## src/rtl/johnson_pkg.sv

```systemverilog
// Shared types and constants for the Johnson counter decoder.
// Holds the FSM state type, the legal code table and the code width.
package johnson_pkg;

  localparam int CODE_W = 4;

  typedef enum logic {
    HUNT   = 1'b0,
    LOCKED = 1'b1
  } jstate_t;

  // Legal Johnson codes, entry i is the code for index i.
  localparam logic [7:0][CODE_W-1:0] LEGAL_CODES = {
    4'b1000, 4'b1100, 4'b1110, 4'b1111,
    4'b0111, 4'b0011, 4'b0001, 4'b0000
  };

  function automatic logic [7:0] idx2oh(input logic [2:0] i);
    return 8'b1 << i;
  endfunction

endpackage

```

## src/rtl/johnson_code_decode.sv

```systemverilog
// Combinational map from a 4-bit code to {legal, index}.
// Illegal codes report index 0 with legal low.
module johnson_code_decode
  import johnson_pkg::*;
(
  input  logic [CODE_W-1:0] code,
  output logic              legal,
  output logic [2:0]        index
);

  // Table lookup against the eight legal codes.
  always_comb begin
    legal = 1'b0;
    index = '0;
    for (int i = 0; i < 8; i++) begin
      if (code == LEGAL_CODES[i]) begin
        legal = 1'b1;
        index = 3'(i);
      end
    end
  end

endmodule

```

## src/rtl/johnson_decoder.sv

```systemverilog
// Johnson counter decoder with lock tracking and error counters.
// Locks after LOCK_N in-order samples, unlocks after UNLOCK_N violations.
module johnson_decoder
  import johnson_pkg::*;
#(
  parameter int LOCK_N   = 3,
  parameter int UNLOCK_N = 2
) (
  input  logic              clock,
  input  logic              rst,
  input  logic [CODE_W-1:0] count_in,
  input  logic              valid_in,
  input  logic              clear,
  output logic [2:0]        state_idx,
  output logic [7:0]        onehot,
  output logic              locked,
  output logic              err,
  output logic [7:0]        err_cnt,
  output logic [7:0]        wrap_cnt
);

  localparam int RUN_MAX = (LOCK_N > UNLOCK_N) ? LOCK_N : UNLOCK_N;
  localparam int RUN_W   = $clog2(RUN_MAX) + 1;

  logic             legal;
  logic [2:0]       idx;
  logic [2:0]       nxt_idx;
  logic             seq_ok;
  logic             in_order;
  logic             held;
  jstate_t          st;
  logic [RUN_W-1:0] run;
  logic [RUN_W-1:0] vrun;
  logic [RUN_W-1:0] hunt_run;
  logic [RUN_W-1:0] vrun_inc;

  johnson_code_decode u_dec (
    .code  (count_in),
    .legal (legal),
    .index (idx)
  );

  assign nxt_idx  = state_idx + 3'd1;
  assign seq_ok   = legal && held && (idx == nxt_idx);
  assign in_order = valid_in && seq_ok;
  assign hunt_run = seq_ok ? run + 1'b1 : RUN_W'(1);
  assign vrun_inc = vrun + 1'b1;

  // Lock FSM, anchor index, one-hot view and the err pulse.
  always_ff @(posedge clock or negedge rst) begin
    if (!rst) begin
      st        <= HUNT;
      state_idx <= '0;
      onehot    <= '0;
      held      <= 1'b0;
      locked    <= 1'b0;
      err       <= 1'b0;
      run       <= '0;
      vrun      <= '0;
    end else begin
      err <= 1'b0;
      if (valid_in) begin
        unique case (st)
          HUNT: begin
            if (legal) begin
              state_idx <= idx;
              onehot    <= idx2oh(idx);
              held      <= 1'b1;
              if (hunt_run >= RUN_W'(LOCK_N)) begin
                st     <= LOCKED;
                locked <= 1'b1;
                run    <= '0;
                vrun   <= '0;
              end else begin
                run <= hunt_run;
              end
            end else begin
              run    <= '0;
              held   <= 1'b0;
              onehot <= '0;
            end
          end
          LOCKED: begin
            if (seq_ok) begin
              state_idx <= idx;
              onehot    <= idx2oh(idx);
              vrun      <= '0;
            end else begin
              err <= 1'b1;
              if (legal) begin
                state_idx <= idx;
                onehot    <= idx2oh(idx);
              end
              if (vrun_inc >= RUN_W'(UNLOCK_N)) begin
                st     <= HUNT;
                locked <= 1'b0;
                run    <= '0;
                vrun   <= '0;
              end else begin
                vrun <= vrun_inc;
              end
            end
          end
        endcase
      end
    end
  end

  // Violation and wrap counters; clear wins over any increment.
  always_ff @(posedge clock or negedge rst) begin
    if (!rst) begin
      err_cnt  <= '0;
      wrap_cnt <= '0;
    end else if (clear) begin
      err_cnt  <= '0;
      wrap_cnt <= '0;
    end else if (valid_in && st == LOCKED) begin
      if (!seq_ok && err_cnt != 8'hFF)
        err_cnt <= err_cnt + 8'd1;
      if (in_order && state_idx == 3'd7)
        wrap_cnt <= wrap_cnt + 8'd1;
    end
  end

endmodule

```

## config.mk

```make
export PLATFORM = sky130hd
export DESIGN_NAME = johnson_decoder
export DESIGN_NICKNAME = d
export VERILOG_FILES = /design/src/rtl/johnson_pkg.sv /design/src/rtl/johnson_code_decode.sv /design/src/rtl/johnson_decoder.sv
export SDC_FILE = /design/constraint.sdc
export NUM_CORES = 1
export LEC_CHECK = 0
export ABC_CLOCK_PERIOD_IN_PS = 2900
export CORE_UTILIZATION = 53
export DETAILED_ROUTE_END_ITERATION = 16
export GPL_ROUTABILITY_DRIVEN = 0
export HOLD_SLACK_MARGIN = 0.12
export PLACE_DENSITY = 0.8
export SKIP_CTS_REPAIR_TIMING = 1
export SYNTH_ARGS = -nofsm -noshare
export SYNTH_HDL_FRONTEND = slang
export SYNTH_SLANG_ARGS = --single-unit
```

## constraint.sdc

```tcl
create_clock -name clock -period 2.9 [get_ports clock]
set_input_delay 0.87 -clock clock [delete_from_list [all_inputs] [get_ports clock]]
set_output_delay 0.87 -clock clock [all_outputs]
set_load 0.05 [all_outputs]
```

==> flow_summary.json <==
{
  "outcome": "finished clean",
  "yosysTopAreaCell": "dfrtp_1",
  "start_util_pct": 56.60,
  "rsz0062_at_grt": "false",
  "endpoint_kind": "flip-flop",
  "rows": 22,
  "routed.top_layer": "met4",
  "synth_top_area_share_pct": 43.38,
  "powerDensity_nw_per_um2": 493.7,
  "syn_nets": 243,
  "synth.distinct_cells": 49,
  "slew_violations": 0,
  "htree_levels": 2,
  "pre_cts_slack_ns": -0.3481,
  "grt_pass1_wl_mm": 8.093,
  "hold_violations": 0,
  "dr.first_iter.drc_count": 114,
  "ant_nets": 0,
  "tns_ns": 0,
  "synth-edff-count": 0,
  "async_flop_share_pct": 100.0,
  "hp-class": "flip-flop to flip-flop",
  "wl_met1_mm": 2.305,
  "antenna_found_initial": 0,
  "skew_ns": 0.003294,
  "path_max_fanout": 10,
  "drive_above_1_share_pct": 13.52,
  "grt_max_degree": 38,
  "postSynthAreaPerCell_um2": 9.362,
  "clockPowerShare_pct": 25.6,
  "peakVddDrop_mv": 0.4136,
  "start_kind": "input pin",
  "core_um2": 3771,
  "swShare_pct": 34.82,
  "route.met2.wl_mm": 2.276,
  "hpwl_mm": 3.364,
  "clock_latency_ns": 0.29,
  "cts_buffer_depth": 2,
  "cts_root_buf": "clkbuf_8",
  "die_area_um2": 4285,
  "die_h_um": 65.46,
  "overflow": 0,
  "drc_errors": 0,
  "dr.pass1.iters": 4,
  "seq_area_frac_synth_pct": 43.38,
  "final_nets": 295,
  "area_growth_pct": 28.72,
  "max_slew_margin_pct": 57.13,
  "setup_viol": 0,
  "pin_count": 37,
  "cts_buffers": 5,
  "route.met3.wl_um": 229,
  "timing.fmax_mhz": 361.8,
  "ys_ff_latch": 37,
  "cp.required_ns": 3.10,
  "grt_pass1_vias": 1749,
  "p_sw_mw": 0.4723,
  "portBuffers": 36,
  "grt_use_total_pct": 24.70,
  "post-route-util_pct": 72.86,
  "seq_power_share_pct": 44.7,
  "max_cap_viol_count": 0,
  "total_leakage_power_nw": 1.204,
  "internal_power_mw": 0.8842,
  "tightest_slew_ns": 0.6411,
  "fin_ws_ns": 0.1359,
  "nFillCells": 266,
  "post-route-period-util_pct": 95.32,
  "vias": 1936,
  "vias_per_cell": 5.884,
  "die_x_um": 65.46,
  "wire_per_inst_um": 14.71,
  "diodes": 0,
  "clkTransAtPathRegs_ns": 0.07,
  "min_period_ns": 2.764,
  "crit_arrival_ns": 2.96,
  "hold_ws_ns": 0.4867,
  "combPwrFrac_pct": 29.7,
  "synth_area_leaders": "dfrtp_1 (43%), nand2_1 (4.7%), a21oi_1 (4.5%)",
  "synth_cells": 228,
  "worstSetupPathType": "input pin to flip-flop",
  "cts_sinks": 37,
  "routed_wl_mm": 4.841,
  "cts_tree": "yes",
  "synth_area_um2": 2135,
  "synth_warnings": 0,
  "ys.flop_type": "dfrtp_1"
}
through the flow:
stage	cells	power, mW	instance area (µm²)
2_1_floorplan	228	0.8629	2135
5_1_grt	329	1.429	2748
6_report	329	1.356	2748
4_1_cts	329	1.356	2719
3_3_place_gp	321	0.9957	2636
3_5_place_dp	321	1.003	2636
per-layer routing:
metal | GRT usage, % | vias up
met5 | 0 | -
met4 | 7.337 | 0
met3 | 4.861 | 3
met2 | 38.02 | 53
met1 | 35.14 | 928
li1 | - | 952
Yosys cell counts (2+ instances only):
master and count:
mux2_1 4, o41ai_1 6, nand2_1 27, o22ai_1 3
ha_1 7, o311ai_1 2, o21ai_1 6, xor2_1 3
or4_1 4, dfrtp_1 37, mux2i_1 3, nand3_1 9
nor2b_1 6, and3_1 5, or3_1 7, a21oi_1 19
a31oi_1 3, nor3_1 5, nand4_1 3, clkbuf_1 4
o31ai_1 5, o21a_1 2, o21ai_0 7, nor2_1 10
nor4_1 2, buf_6 4, buf_2 3, xnor2_1 2
inv_1 10
placed cells by master, fill, tap and decap left out, types with 6 or more instances in the layout:
cell / instances
a21oi_1: 19
buf_4: 20
clkdlybuf4s50_1: 33
dfrtp_1: 37
ha_1: 7
inv_1: 10
nand2_1: 27
nand3_1: 9
nor2_1: 10
nor2b_1: 6
o21ai_0: 7
o21ai_1: 6
o41ai_1: 6
or3_1: 6
path summary, 6_finish.rpt:
path	from	end	slack, ns	depth (start not counted)
min in group asynchronous	rst	err_cnt[1]	1.02	2
max reg2reg	state_idx[0]	wrap_cnt[3]	0.19	7
min	onehot[1]	onehot[1]	0.49	2
max	count_in[0]	wrap_cnt[3]	0.14	7
min reg2reg	onehot[1]	onehot[1]	0.49	2
max in group asynchronous	rst	onehot[2]	1.54	2
critical path, stage by stage:
cell and delay [ns]:
clkdlybuf4s50_1 0.51, inv_2 0.05, o311ai_1 0.27, nand3_1 0.16, or4b_4 0.57, or3_1 0.37, a21oi_1 0.16
registers in the layout, indices dropped and copies added (netlist names):
signal     flops
vrun           3
onehot         8
st             1
held           1
err_cnt        8
err            1
run            3
locked         1
state_idx      3
wrap_cnt       8
kinds of logic (layout without fill, tap and decap cells):
logic type,count (synthesis),count (layout),share of synthesized area (%)
buffers and inverters,24,77,6.447
AO/OA/AOI/OAI,64,64,20.05
multiplexers,7,7,3.517
adder cells (fa/ha/maj),7,7,4.103
XOR/XNOR,5,5,2.052
AND/OR/NAND/NOR,84,84,20.46
flip-flops,37,37,43.38
layout make-up:
type / instances / area (µm²) / area share, %
Multi-Input combinational cell: 167 / 1089 / 39.62
Timing Repair Buffer: 58 / 549.3 / 19.99
Clock buffer: 6 / 72.57 / 2.641
Clock inverter: 2 / 10.01 / 0.3643
Tap cell: 48 / 60.06 / 2.186
Sequential cell: 37 / 925.9 / 33.70
Inverter: 11 / 41.29 / 1.503
power groups by stage:
| stage | Combinational, mW | Sequential, mW | Clock, mW |
|---|---|---|---|
| 6_report | 0.403 | 0.606 | 0.348 |
| 5_1_grt | 0.431 | 0.613 | 0.385 |
| 4_1_cts | 0.393 | 0.605 | 0.357 |
| 3_5_place_dp | 0.388 | 0.615 | 0 |
| 3_3_place_gp | 0.383 | 0.613 | 0 |
| 2_1_floorplan | 0.196 | 0.667 | 0 |
Note: power is estimated with default switching activity, not from simulation.
